**config.mk**
```make
export PLATFORM = sky130hd
export DESIGN_NAME = k12a_mem_arbiter_flat
export DESIGN_NICKNAME = d
export VERILOG_FILES = /design/src/rtl/k12a_mem_arbiter_pkg.sv /design/src/rtl/k12a_mem_arbiter_if.sv /design/src/rtl/k12a_mem_arbiter_mux.sv /design/src/rtl/k12a_mem_arbiter.sv /design/src/flat_wrapper.sv
export SDC_FILE = /design/constraint.sdc
export NUM_CORES = 1
export LEC_CHECK = 0
export CORE_ASPECT_RATIO = 0.75
export CORE_MARGIN = 8
export CORE_UTILIZATION = 33
export DETAILED_ROUTE_END_ITERATION = 7
export GPL_TIMING_DRIVEN = 0
export HOLD_SLACK_MARGIN = 0.08
export PLACE_DENSITY = 0.81
export SLEW_MARGIN = 20
export SYNTH_ARGS = -nofsm -noshare
export SYNTH_HDL_FRONTEND = slang
export SYNTH_SLANG_ARGS = --single-unit
export TNS_END_PERCENT = 100
```
**constraint.sdc**
```tcl
create_clock -name clock -period 2.3 [get_ports clock]
set_input_delay 0.69 -clock clock [delete_from_list [all_inputs] [get_ports clock]]
set_output_delay 0.69 -clock clock [all_outputs]
set_load 0.03 [all_outputs]
```
**src/rtl/k12a_mem_arbiter_pkg.sv**
```systemverilog
// Shared types and widths for the K12A memory-port arbiter.
// Optional write protection is controlled by K12A_MEM_ARB_PROTECT_EN.
package k12a_mem_arbiter_pkg;

    localparam int unsigned ADDR_W  = 16;
    localparam int unsigned DATA_W  = 8;
    localparam int unsigned COUNT_W = 8;

    typedef enum logic [2:0] {
        ARB_STATE_CPU,
        ARB_STATE_DRAIN,
        ARB_STATE_EXT,
        ARB_STATE_ACK,
        ARB_STATE_RELEASE
    } arb_state_t;

    // Only the grant state routes the external requester onto the memory port.
    function automatic logic arb_selects_ext(arb_state_t state);
        return state == ARB_STATE_EXT;
    endfunction

endpackage

```
**src/rtl/k12a_mem_arbiter_if.sv**
```systemverilog
// Bus bundle between core, external requester, arbiter and memory macro.
// ext_err exists only when K12A_MEM_ARB_PROTECT_EN is defined.
interface k12a_mem_arbiter_if;
    import k12a_mem_arbiter_pkg::*;

    logic              cpu_mem_enable;
    logic              cpu_mem_write;
    logic [ADDR_W-1:0] cpu_addr;
    logic [DATA_W-1:0] cpu_wdata;
    logic              cpu_boundary;
    logic              cpu_hold;

    logic              ext_req;
    logic              ext_write;
    logic [ADDR_W-1:0] ext_addr;
    logic [DATA_W-1:0] ext_wdata;
    logic              ext_ack;
    logic [DATA_W-1:0] ext_rdata;
`ifdef K12A_MEM_ARB_PROTECT_EN
    logic              ext_err;
`endif

    logic              mem_enable;
    logic              mem_write;
    logic [ADDR_W-1:0] mem_addr;
    logic [DATA_W-1:0] mem_wdata;
    logic [DATA_W-1:0] mem_rdata;

    modport slave (
        input  cpu_mem_enable, cpu_mem_write, cpu_addr, cpu_wdata, cpu_boundary,
        output cpu_hold,
        input  ext_req, ext_write, ext_addr, ext_wdata,
        output ext_ack, ext_rdata,
`ifdef K12A_MEM_ARB_PROTECT_EN
        output ext_err,
`endif
        output mem_enable, mem_write, mem_addr, mem_wdata,
        input  mem_rdata
    );

    modport master (
        output cpu_mem_enable, cpu_mem_write, cpu_addr, cpu_wdata, cpu_boundary,
        input  cpu_hold,
        output ext_req, ext_write, ext_addr, ext_wdata,
        input  ext_ack, ext_rdata,
`ifdef K12A_MEM_ARB_PROTECT_EN
        input  ext_err,
`endif
        input  mem_enable, mem_write, mem_addr, mem_wdata,
        output mem_rdata
    );

endinterface

```
**src/rtl/k12a_mem_arbiter_mux.sv**
```systemverilog
// Combinational source select for the single memory port.
module k12a_mem_arbiter_mux
    import k12a_mem_arbiter_pkg::*;
(
    input  logic              sel_ext,
    input  logic              gate_off,
    input  logic              cpu_mem_enable,
    input  logic              cpu_mem_write,
    input  logic [ADDR_W-1:0] cpu_addr,
    input  logic [DATA_W-1:0] cpu_wdata,
    input  logic              ext_enable,
    input  logic              ext_write,
    input  logic [ADDR_W-1:0] ext_addr,
    input  logic [DATA_W-1:0] ext_wdata,
    output logic              mem_enable,
    output logic              mem_write,
    output logic [ADDR_W-1:0] mem_addr,
    output logic [DATA_W-1:0] mem_wdata
);

    always_comb begin
        mem_enable = cpu_mem_enable;
        mem_write  = cpu_mem_write;
        mem_addr   = cpu_addr;
        mem_wdata  = cpu_wdata;
        if (sel_ext) begin
            mem_enable = ext_enable;
            mem_write  = ext_write;
            mem_addr   = ext_addr;
            mem_wdata  = ext_wdata;
        end
        if (gate_off) begin
            mem_enable = 1'b0;
        end
    end

endmodule

```
**src/rtl/k12a_mem_arbiter.sv**
```systemverilog
// Arbiter sharing the K12A memory port between the core and an external requester.
// Define K12A_MEM_ARB_PROTECT_EN to block external writes at or above PROTECT_BASE.
module k12a_mem_arbiter
    import k12a_mem_arbiter_pkg::*;
#(
    parameter int unsigned MAX_BURST = 8
`ifdef K12A_MEM_ARB_PROTECT_EN
    ,
    parameter logic [ADDR_W-1:0] PROTECT_BASE = 16'hF000
`endif
) (
    input logic               clock,
    input logic               reset_n,
    k12a_mem_arbiter_if.slave bus
);

    localparam logic [COUNT_W-1:0] BURST_LIMIT = COUNT_W'(MAX_BURST);

    arb_state_t         state_q;
    logic [COUNT_W-1:0] burst_q;
    logic               ext_ack_q;
    logic [DATA_W-1:0]  ext_rdata_q;
    logic               ext_blocked;
    logic               ext_enable;
    logic               gate_off;

`ifdef K12A_MEM_ARB_PROTECT_EN
    logic ext_err_q;

    assign ext_blocked = bus.ext_write && (bus.ext_addr >= PROTECT_BASE);
    assign bus.ext_err = ext_err_q;
`else
    assign ext_blocked = 1'b0;
`endif

    assign ext_enable = bus.ext_req && !ext_blocked;
    // Memory stays quiet in reset and in the ack turnaround cycle.
    assign gate_off   = !reset_n || (state_q == ARB_STATE_ACK);

    // Hold starts combinationally at the boundary so the core freezes on that edge.
    assign bus.cpu_hold = ((state_q == ARB_STATE_DRAIN) && bus.cpu_boundary) ||
                          (state_q == ARB_STATE_EXT) || (state_q == ARB_STATE_ACK);
    assign bus.ext_ack   = ext_ack_q;
    assign bus.ext_rdata = ext_rdata_q;

    always_ff @(posedge clock or negedge reset_n) begin
        if (!reset_n) begin
            state_q     <= ARB_STATE_CPU;
            burst_q     <= '0;
            ext_ack_q   <= 1'b0;
            ext_rdata_q <= '0;
`ifdef K12A_MEM_ARB_PROTECT_EN
            ext_err_q   <= 1'b0;
`endif
        end else begin
            ext_ack_q <= 1'b0;
`ifdef K12A_MEM_ARB_PROTECT_EN
            ext_err_q <= 1'b0;
`endif
            case (state_q)
                ARB_STATE_CPU: begin
                    if (bus.ext_req) state_q <= ARB_STATE_DRAIN;
                end
                ARB_STATE_DRAIN: begin
                    if (bus.cpu_boundary) state_q <= ARB_STATE_EXT;
                    else if (!bus.ext_req) state_q <= ARB_STATE_CPU;
                end
                ARB_STATE_EXT: begin
                    if (bus.ext_req) begin
                        ext_ack_q   <= 1'b1;
                        ext_rdata_q <= bus.ext_write ? '0 : bus.mem_rdata;
`ifdef K12A_MEM_ARB_PROTECT_EN
                        ext_err_q   <= ext_blocked;
`endif
                        if (burst_q < BURST_LIMIT) burst_q <= burst_q + 1'b1;
                        state_q <= ARB_STATE_ACK;
                    end else begin
                        state_q <= ARB_STATE_RELEASE;
                    end
                end
                ARB_STATE_ACK: begin
                    if (bus.ext_req && (burst_q < BURST_LIMIT)) state_q <= ARB_STATE_EXT;
                    else state_q <= ARB_STATE_RELEASE;
                end
                ARB_STATE_RELEASE: begin
                    burst_q <= '0;
                    state_q <= ARB_STATE_CPU;
                end
                default: state_q <= ARB_STATE_CPU;
            endcase
        end
    end

    k12a_mem_arbiter_mux u_mux (
        .sel_ext        (arb_selects_ext(state_q)),
        .gate_off       (gate_off),
        .cpu_mem_enable (bus.cpu_mem_enable),
        .cpu_mem_write  (bus.cpu_mem_write),
        .cpu_addr       (bus.cpu_addr),
        .cpu_wdata      (bus.cpu_wdata),
        .ext_enable     (ext_enable),
        .ext_write      (bus.ext_write),
        .ext_addr       (bus.ext_addr),
        .ext_wdata      (bus.ext_wdata),
        .mem_enable     (bus.mem_enable),
        .mem_write      (bus.mem_write),
        .mem_addr       (bus.mem_addr),
        .mem_wdata      (bus.mem_wdata)
    );

endmodule

```
**src/flat_wrapper.sv**
```systemverilog
// flat-port wrapper written by rule: the top's interface ports become plain ports
module k12a_mem_arbiter_flat import k12a_mem_arbiter_pkg::*;
#(
    parameter int unsigned MAX_BURST = 8

)
  (clock, reset_n, bus_cpu_mem_enable, bus_cpu_mem_write, bus_cpu_addr, bus_cpu_wdata, bus_cpu_boundary, bus_cpu_hold, bus_ext_req, bus_ext_write, bus_ext_addr, bus_ext_wdata, bus_ext_ack, bus_ext_rdata, bus_mem_enable, bus_mem_write, bus_mem_addr, bus_mem_wdata, bus_mem_rdata);
  k12a_mem_arbiter_if bus_i ();
  input logic clock;
  input logic reset_n;
  input wire logic [$bits(bus_i.cpu_mem_enable)-1:0] bus_cpu_mem_enable;
  input wire logic [$bits(bus_i.cpu_mem_write)-1:0] bus_cpu_mem_write;
  input wire logic [$bits(bus_i.cpu_addr)-1:0] bus_cpu_addr;
  input wire logic [$bits(bus_i.cpu_wdata)-1:0] bus_cpu_wdata;
  input wire logic [$bits(bus_i.cpu_boundary)-1:0] bus_cpu_boundary;
  output wire logic [$bits(bus_i.cpu_hold)-1:0] bus_cpu_hold;
  input wire logic [$bits(bus_i.ext_req)-1:0] bus_ext_req;
  input wire logic [$bits(bus_i.ext_write)-1:0] bus_ext_write;
  input wire logic [$bits(bus_i.ext_addr)-1:0] bus_ext_addr;
  input wire logic [$bits(bus_i.ext_wdata)-1:0] bus_ext_wdata;
  output wire logic [$bits(bus_i.ext_ack)-1:0] bus_ext_ack;
  output wire logic [$bits(bus_i.ext_rdata)-1:0] bus_ext_rdata;
  output wire logic [$bits(bus_i.mem_enable)-1:0] bus_mem_enable;
  output wire logic [$bits(bus_i.mem_write)-1:0] bus_mem_write;
  output wire logic [$bits(bus_i.mem_addr)-1:0] bus_mem_addr;
  output wire logic [$bits(bus_i.mem_wdata)-1:0] bus_mem_wdata;
  input wire logic [$bits(bus_i.mem_rdata)-1:0] bus_mem_rdata;
  assign bus_i.cpu_mem_enable = bus_cpu_mem_enable;
  assign bus_i.cpu_mem_write = bus_cpu_mem_write;
  assign bus_i.cpu_addr = bus_cpu_addr;
  assign bus_i.cpu_wdata = bus_cpu_wdata;
  assign bus_i.cpu_boundary = bus_cpu_boundary;
  assign bus_cpu_hold = bus_i.cpu_hold;
  assign bus_i.ext_req = bus_ext_req;
  assign bus_i.ext_write = bus_ext_write;
  assign bus_i.ext_addr = bus_ext_addr;
  assign bus_i.ext_wdata = bus_ext_wdata;
  assign bus_ext_ack = bus_i.ext_ack;
  assign bus_ext_rdata = bus_i.ext_rdata;
  assign bus_mem_enable = bus_i.mem_enable;
  assign bus_mem_write = bus_i.mem_write;
  assign bus_mem_addr = bus_i.mem_addr;
  assign bus_mem_wdata = bus_i.mem_wdata;
  assign bus_i.mem_rdata = bus_mem_rdata;
  k12a_mem_arbiter #(.MAX_BURST(MAX_BURST)) u_core (.clock(clock), .reset_n(reset_n), .bus(bus_i));
endmodule
```
Yosys cells after proc, flatten, opt, wreduce, memory -nomap -nowiden --
Cells that the tools add are included.
Operators by class: add/subtract/negate cells 1, equal/unequal tests 8, bitwise operators 0, reductions and logical operators 11, order comparisons 1, shifts and indexed selects 0, multiply operators 0, mux-type cells 17, div/mod/pow operators 0
Operators by type and width (number):
- 2-to-1 mux 8 bit | 4
- 2-to-1 mux 16 bit | 1
- case mux 8 bit (2 select lines) | 1
- 2-to-1 mux 3 bit | 5
- case mux 3 bit (4 select lines) | 1
- adder 8 x 1 -> 8 bit (second input constant) | 1
- < comparator 8 x 4 -> 1 bit (second input constant) | 1
- equality test 3 x 2 -> 1 bit (second input constant) | 2
- 2-to-1 mux 1 bit | 5
- inequality test 2 bit (second input constant) | 2
- AND reduction 2 bit | 2
- equality test 3 x 1 -> 1 bit (second input constant) | 1
- equality test 3 bit (second input constant) | 1
- zero test 3 bit | 1
- logical OR 1 bit | 3
- inequality test 3 bit (second input constant) | 1
- AND reduction 3 bit | 1
- logical AND 1 bit | 2
- inequality test 2 x 1 -> 1 bit (second input constant) | 1
- nonzero test 2 bit | 1
- zero test 1 bit | 1
Storage, ports and cells: input port bits 63, latch bits 0, output and inout port bits 36, memory bits (writable) 0, memories 0, word-level logic and storage cells 42, flip-flop bits (word level) 20, ROM bits 0

Longest topological paths before layout --
Gate-level depths: netlist (run 1).
depth after elaboration 4, gate-level depth with buffers 5, depth with buffers taken out 4

Cells and area by module --
Synthesis (run 1) repeated with hierarchy kept, for this count alone.
Unflattened totals: cells, all modules 114, area, all modules 1322.5 µm²
Modules (own cells, without submodules):
- k12a_mem_arbiter | cells an instance 84, area each 904.6 µm², instances 1, sequential area each 500.5 µm²
- k12a_mem_arbiter_mux | cells an instance 30, area each 417.9 µm², instances 1, sequential area each 0.0 µm²

Worst setup path before layout (run 1) --
No wires, ideal clock.
path type in2out, from input port bus_ext_req, to output port bus_mem_enable, required time 1.610 ns, cell stages on the path 4, slack -0.005 ns, arrival time 1.615 ns, path buffers 2, path through nand4bb_4 > buf_2 > buf_2 > a21boi_1
Between the ends: cells in the longest elaborated chain, start to end 2
RTL lines:
- start, declared | RTL line flat_wrapper.sv:17 | input wire logic [$bits(bus_i.ext_req)-1:0] bus_ext_req;
- 2-to-1 mux 1 bit | RTL line k12a_mem_arbiter_mux.sv:26 | if (sel_ext) begin
- 2-to-1 mux 1 bit | RTL line k12a_mem_arbiter_mux.sv:32 | if (gate_off) begin
- end, declared | RTL line flat_wrapper.sv:23 | output wire logic [$bits(bus_i.mem_enable)-1:0] bus_mem_enable;
No other way between the ends.

Worst setup path after layout (run 1) --
from register u_core.state_q[2], to output port bus_mem_addr[12]
Between the ends: cells in the longest elaborated chain, start to end 2
RTL lines:
- start, declared | RTL line k12a_mem_arbiter.sv:19 | arb_state_t state_q;
- start signal, assigned | RTL line k12a_mem_arbiter.sv:48 | state_q <= ARB_STATE_CPU;
- start signal, assigned | RTL line k12a_mem_arbiter.sv:62 | if (bus.ext_req) state_q <= ARB_STATE_DRAIN;
- start signal, assigned | RTL line k12a_mem_arbiter.sv:65 | if (bus.cpu_boundary) state_q <= ARB_STATE_EXT;
- equality test 3 x 2 -> 1 bit | RTL line k12a_mem_arbiter_pkg.sv:19 | return state == ARB_STATE_EXT;
- 2-to-1 mux 16 bit | RTL line k12a_mem_arbiter_mux.sv:26
- end, declared | RTL line flat_wrapper.sv:25 | output wire logic [$bits(bus_i.mem_addr)-1:0] bus_mem_addr;
No other way between the ends.

==> flow_summary.yaml, run 1 <==
timing:
  slew_headroom_pct: 70.0
  period_share_pct: 104
  slew_violations: 0
  fin_ws_ps: -102
  setup_viol_count_final: 25
  fin_tns_setup_ps: -2000
  worstMarginPinSlew_ps: 450
  fin_skew_ps: 5.39
  fin_crit_ps: 2400
  rsz0062_at_grt: "yes"
  fmax_ghz: 0.416
  hold_violations: 0
cts:
  cts_tree: "done"
  cts.path.max_buffers: 2
  holdBufCountCts: 0
  cts_buffers: 3
  cts_root_buffer: "clkbuf_8"
  numClockSinks: 20
  htree_levels: 1
  worstSkewPairLatency_ps: 260
  clk_pin_slew_ps: 80
logic_synthesis:
  synth_area_per_cell_um2: 10.8
  synthTopCellsByArea: "dfrtp_1 (41%), mux2_2 (23%), nand2b_1 (5.1%), nand2_1 (4.0%), o21ai_0 (3.3%)"
  ys_types: 27
  yosys_register_bits: 20
  synthTopCellsByCount: "mux2_2 (25), dfrtp_1 (20), nand2_1 (13)"
  synth-edff-count: 0
  synth_seq_area_share_pct: 41.2
  synth_top_area_share_pct: 41.2
  synth.most_common_cell: "mux2_2"
  async_flop_share_pct: 100
  synth_nets: 176
  synth_top_cell_by_area: "dfrtp_1"
  syn_area_um2: 1210
  ys.flop_type: "dfrtp_1"
  ys.warnings.count: 0
  netlist_instances: 112
critical_path:
  critPathKind: "flop to output pin"
  arrival_ps: 1710
  cp_max_fo: 6
  worst_r2r_path_depth: 6
  crit_chain: "nand2b_4 > nor2_4 > buf_6 > mux2_4 > buf_6"
  critPathMaxStageDelay_ps: 400
  cp-end-kind: "output pin"
  slowest_stage: "dfrtp_1"
  crit_top_cell: "buf_6"
  worst_ep_required_time_ps: 1610
  start_kind: "flop"
drt:
  drc: 0
  postRouteWirelength_um: 5100
  first_pass_iters: 4
  vias: 1227
  drt_iter0_drc: 31
  wl_per_cell_um: 18.5
  viasPerCell: 4.45
  ant_nets: 0
cells_and_area:
  utilization_pct: 71.0
  fillers: 246
  antenna_cells: 0
  final_nets: 289
  drive_gt1_share_pct: 36.2
  area_growth_syn_to_layout_pct: 110
grt:
  antenna_found_initial: 0
  gr-usage-all-layers_pct: 15.7
  grt_pass1_wl_um: 7090
  grt_overflow: 0
  grt_pass1_vias: 1291
  grt_max_degree: 22
die:
  die_height_um: 68.5
  placeableCoreArea_um2: 3590
  top_level_ports: 99
  std_cell_rows: 19
  start_util_pct: 33.8
  die_x_um: 86.1
  die_area_um2: 5900
outcome:
  violations: "setup timing"
  outcome: "finished with violations"
power:
  p_int_mw: 1.16
  p_seq_share_pct: 27.9
  powerDensity_nw_per_um2: 743
  p_leak_nw: 1.16
  pwr-share-clk_pct: 14.3
  ir_drop_mv: 0.505
  power_frac_comb_pct: 57.7
  power_switching_mw: 0.735
  swShare_pct: 38.8
place:
  hpwl_um: 3730
  gp_congestion: 0.754
  io_buffers: 98
job:
  maxCapViolCount: 0
min_path:
  min_path_type: "primary input to asynchronous set/reset pin"
-- placed cells by master (no fill, tap or decap), drive strengths merged --
| cell type | instances |
|---|---|
| and2 | 4 |
| buf | 43 |
| nand2b | 11 |
| or4 | 1 |
| o21a | 2 |
| a21oi | 2 |
| nor4 | 2 |
| nand3 | 1 |
| clkbuf | 4 |
| nor2 | 4 |
| ha | 1 |
| mux2 | 25 |
| nor3 | 2 |
| or3b | 1 |
| o21ai | 9 |
| mux2i | 3 |
| nand4bb | 1 |
| clkdlybuf4s50 | 67 |
| dfrtp | 20 |
| nand2 | 13 |
| a32o | 1 |
| dlymetal6s2s | 2 |
| inv | 3 |
| dlygate4sd2 | 1 |
| a21boi | 1 |
-- worst max-delay path, delay by kind of cell, from the launching register on --
kind	cells	cell delay (ps)
AND/OR/NAND/NOR	2	400
buffers and inverters	2	320
flip-flops	1	400
multiplexers	1	320
-- per-layer routing --
| metal | track usage [%] | part of all wire, % | wire length (um) |
|---|---|---|---|
| met1 | 19.5 | 38 | 1930 |
| met2 | 27.7 | 59 | 2990 |
| met3 | 4.14 | 3.1 | 156 |
| met4 | 2.61 | 0.33 | 17 |
| met5 | 0 | 0 | 0 |
-- per-stage QoR --
stage / cell area, um^2 / worst slack (ps) / std cells / total power, mW / hold WS (ps)
after floorplan: 1220 / 139 / 112 / 1.05 / 394
after detailed placement: 2260 / -1200 / 262 / 1.48 / 473
final: 2550 / -102 / 276 / 1.89 / 366
after global routing: 2550 / -150 / 276 / 1.99 / 403
after global placement: 2260 / -1170 / 262 / 1.47 / 462
after CTS: 2500 / -79.6 / 273 / 1.87 / 377
-- layout make-up --
class / instances / area, um^2 / area share, %
inverters: 3 / 11.3 / 0.442
plain buffers: 4 / 38.8 / 1.52
flip-flops and latches: 20 / 503 / 19.7
multi-input cells: 84 / 768 / 30.1
repair buffers: 109 / 1110 / 43.4
well taps: 52 / 65.1 / 2.55
clock buffers: 4 / 55.1 / 2.16
-- timing repair --
item	CTS	global route
setup endpoints to repair	27	27
setup buffers	6	4
pin swaps	2	3
gates cloned	2	0
resized for setup	223	10
-- registers in the layout (all words and copies together), names as in the netlist --
signal                flops
u_core.burst_q            8
u_core.bus.ext_rdata      8
u_core.state_q            3
u_core.bus.ext_ack        1
-- power groups by stage --
stage	clock [mW]	sequential, mW	combinational (mW)
global route	0.299	0.540	1.15
finish	0.271	0.529	1.09
global placement	0	0.534	0.940
floorplan	0	0.647	0.402
detailed placement	0	0.534	0.950
CTS	0.277	0.526	1.07
-- cell families after synthesis --
logic type	Yosys count	synth area share [%]
simple gates	40	20.9
mux	28	25.6
flops	20	41.2
compound gates	15	7.21
buf+inv	8	4.02
fa+ha+maj	1	1.03
-- path summary, 6_finish.rpt --
check                                               end  slack [ps]               startpoint
worst max-delay path                   bus_mem_addr[12]        -100        u_core.state_q[2]
worst min-delay path                  u_core.burst_q[2]         370                  reset_n
max in group asynchronous             u_core.state_q[1]        1600                  reset_n
worst max register to register        u_core.burst_q[2]         650        u_core.state_q[2]
worst min register to register  u_core.bus.ext_rdata[4]         490  u_core.bus.ext_rdata[4]
min in group clock              u_core.bus.ext_rdata[4]         490  u_core.bus.ext_rdata[4]
Note: power is estimated with default switching activity, not from simulation.
==> run 2: changes to the inputs <==
Settings changed: CORE_MARGIN 8 to default.
==> run 2 against run 1 <==
The run still ends with setup timing left. Combinational power barely moved. Clock-buffer cell count did not move. Clock skew rose by 2.0 ps. Worst setup slack improved by 68 ps. Global-route usage rose by 6.6 points. Die area fell by 33%. Final area fell by 1.4%. Via count rose by 2.4%. Routed wire length fell by 9.2%. Non-clock buffer count fell by 3. Critical path depth did not move. Largest power group unchanged.
==> flow_summary.yaml, run 2 (synthesized netlist as in run 1, its figures left out) <==
job:
  maxCapViolCount: 0
cts:
  holdBufCountCts: 0
  cts_buffers: 3
  numClockSinks: 20
  worstSkewPairLatency_ps: 260
  htree_levels: 1
  cts_tree: "done"
  cts_root_buffer: "clkbuf_8"
  clk_pin_slew_ps: 70
  cts.path.max_buffers: 2
drt:
  drc: 0
  vias: 1257
  viasPerCell: 4.64
  drt_iter0_drc: 36
  first_pass_iters: 6
  postRouteWirelength_um: 4630
  ant_nets: 0
  wl_per_cell_um: 17.1
critical_path:
  r2r_slack_ps: 800
  arrival_ps: 1640
  endpoint: "bus_mem_addr[0]"
  crit_start: "u_core.state_q[2]"
  critPathKind: "flop to output pin"
  worst_ep_required_time_ps: 1610
  cp-end-kind: "output pin"
  r2r_end: "u_core.burst_q[2]"
  start_kind: "flop"
  r2r_start: "u_core.state_q[2]"
  cp_max_fo: 5
  worst_r2r_path_depth: 5
power:
  p_leak_nw: 1.13
  ir_drop_mv: 0.555
  powerDensity_nw_per_um2: 746
timing:
  hold_violations: 0
  fin_ws_ps: -34.8
  rsz0062_at_grt: "yes"
  fin_skew_ps: 7.40
  slew_headroom_pct: 69.0
  slew_violations: 0
  period_share_pct: 102
  setup_viol_count_final: 25
  fin_crit_ps: 2330
  worstMarginPinSlew_ps: 466
  fin_tns_setup_ps: -523
  fmax_ghz: 0.428
  holdWs_ps: 378
grt:
  grt_max_degree: 22
  grt_pass1_vias: 1352
  antenna_found_initial: 0
  gr-usage-met1_pct: 27.3
  grt_pass1_wl_um: 6530
  gr-usage-all-layers_pct: 22.3
  busiest_layer: "met2"
  grtUsageMet3_pct: 6.08
  grtUsageMet2_pct: 39.7
  grt_overflow: 0
place:
  place_inst: 260
  gp_congestion: 0.723
  placed_cell_area_um2: 2260
  io_buffers: 98
  hpwl_um: 3430
  dp_slack_ps: -1190
die:
  placeableCoreArea_um2: 3400
  top_level_ports: 99
  die_area_um2: 3930
  start_util_pct: 35.7
  die_height_um: 54.5
  die_x_um: 72.1
  std_cell_rows: 18
min_path:
  min_path_type: "primary input to asynchronous set/reset pin"
cells_and_area:
  area_growth_syn_to_layout_pct: 107
  antenna_cells: 0
  fillers: 244
  final_cell_mix: "clkdlybuf4s50_1 (68), buf_6 (32), mux2_4 (25), dfrtp_1 (19), nand2_1 (13)"
  final_nets: 286
  stdcell_count: 271
  drive_gt1_share_pct: 35.3
  final_common_cell: "clkdlybuf4s50_1"
  fin_area_um2: 2510
outcome:
  outcome: "finished with violations"
  violations: "setup timing"
[run 2: critical path, cell delays in order, from the launching register on]
cell and delay (ps):
dfrtp_1 390, nand2b_4 160, nor2_4 200, buf_6 180, mux2_4 310, buf_6 140
[run 2: how the worst min path moves through the flow]
stage / end / slack [ps] / startpoint
after global routing: u_core.bus.ext_rdata[1] / 400 / reset_n
after CTS: u_core.bus.ext_rdata[1] / 390 / reset_n
after detailed placement: u_core.burst_q[6] / 470 / u_core.burst_q[6]
after floorplan: u_core.burst_q[0] / 390 / reset_n
after global placement: u_core.bus.ext_rdata[3] / 460 / u_core.bus.ext_rdata[3]
final: u_core.bus.ext_rdata[7] / 380 / reset_n
[run 2: cell type report]
type / instances / area, um^2 / share of cell area [%]
flip-flops and latches: 20 / 502 / 20.0
clock buffers: 4 / 55.1 / 2.19
repair buffers: 106 / 1070 / 42.8
inverters: 3 / 11.3 / 0.448
multi-input cells: 84 / 768 / 30.6
well taps: 50 / 62.6 / 2.49
plain buffers: 4 / 38.8 / 1.54
[run 2: power by group]
group	switching, mW	internal (mW)	total [mW]
sequential	0.0807	0.451	0.532
combinational	0.538	0.542	1.08
clock	0.109	0.152	0.262
[run 2: metal layers]
metal  part of all wire, %  vias to the layer above  wire length (um)
met5                     0                        -                 0
met2                    54                       45              2500
met1                    39                      597              1810
li1                      -                      609                 -
met3                   5.7                        6               266
met4                   1.1                        0                51
[run 2: metrics by stage]
stage	util [%]	power, mW
global route	73.9	1.97
CTS	72.0	1.85
floorplan	-	1.05
finish	73.9	1.87
detailed placement	66.5	1.49
global placement	66.5	1.46
[run 2: repair_timing]
action	4_1_cts	5_1_grt
gates cloned	2	0
pin swaps	2	2
setup buffers	3	3
gates resized for setup	220	13
setup endpoints to repair	27	27
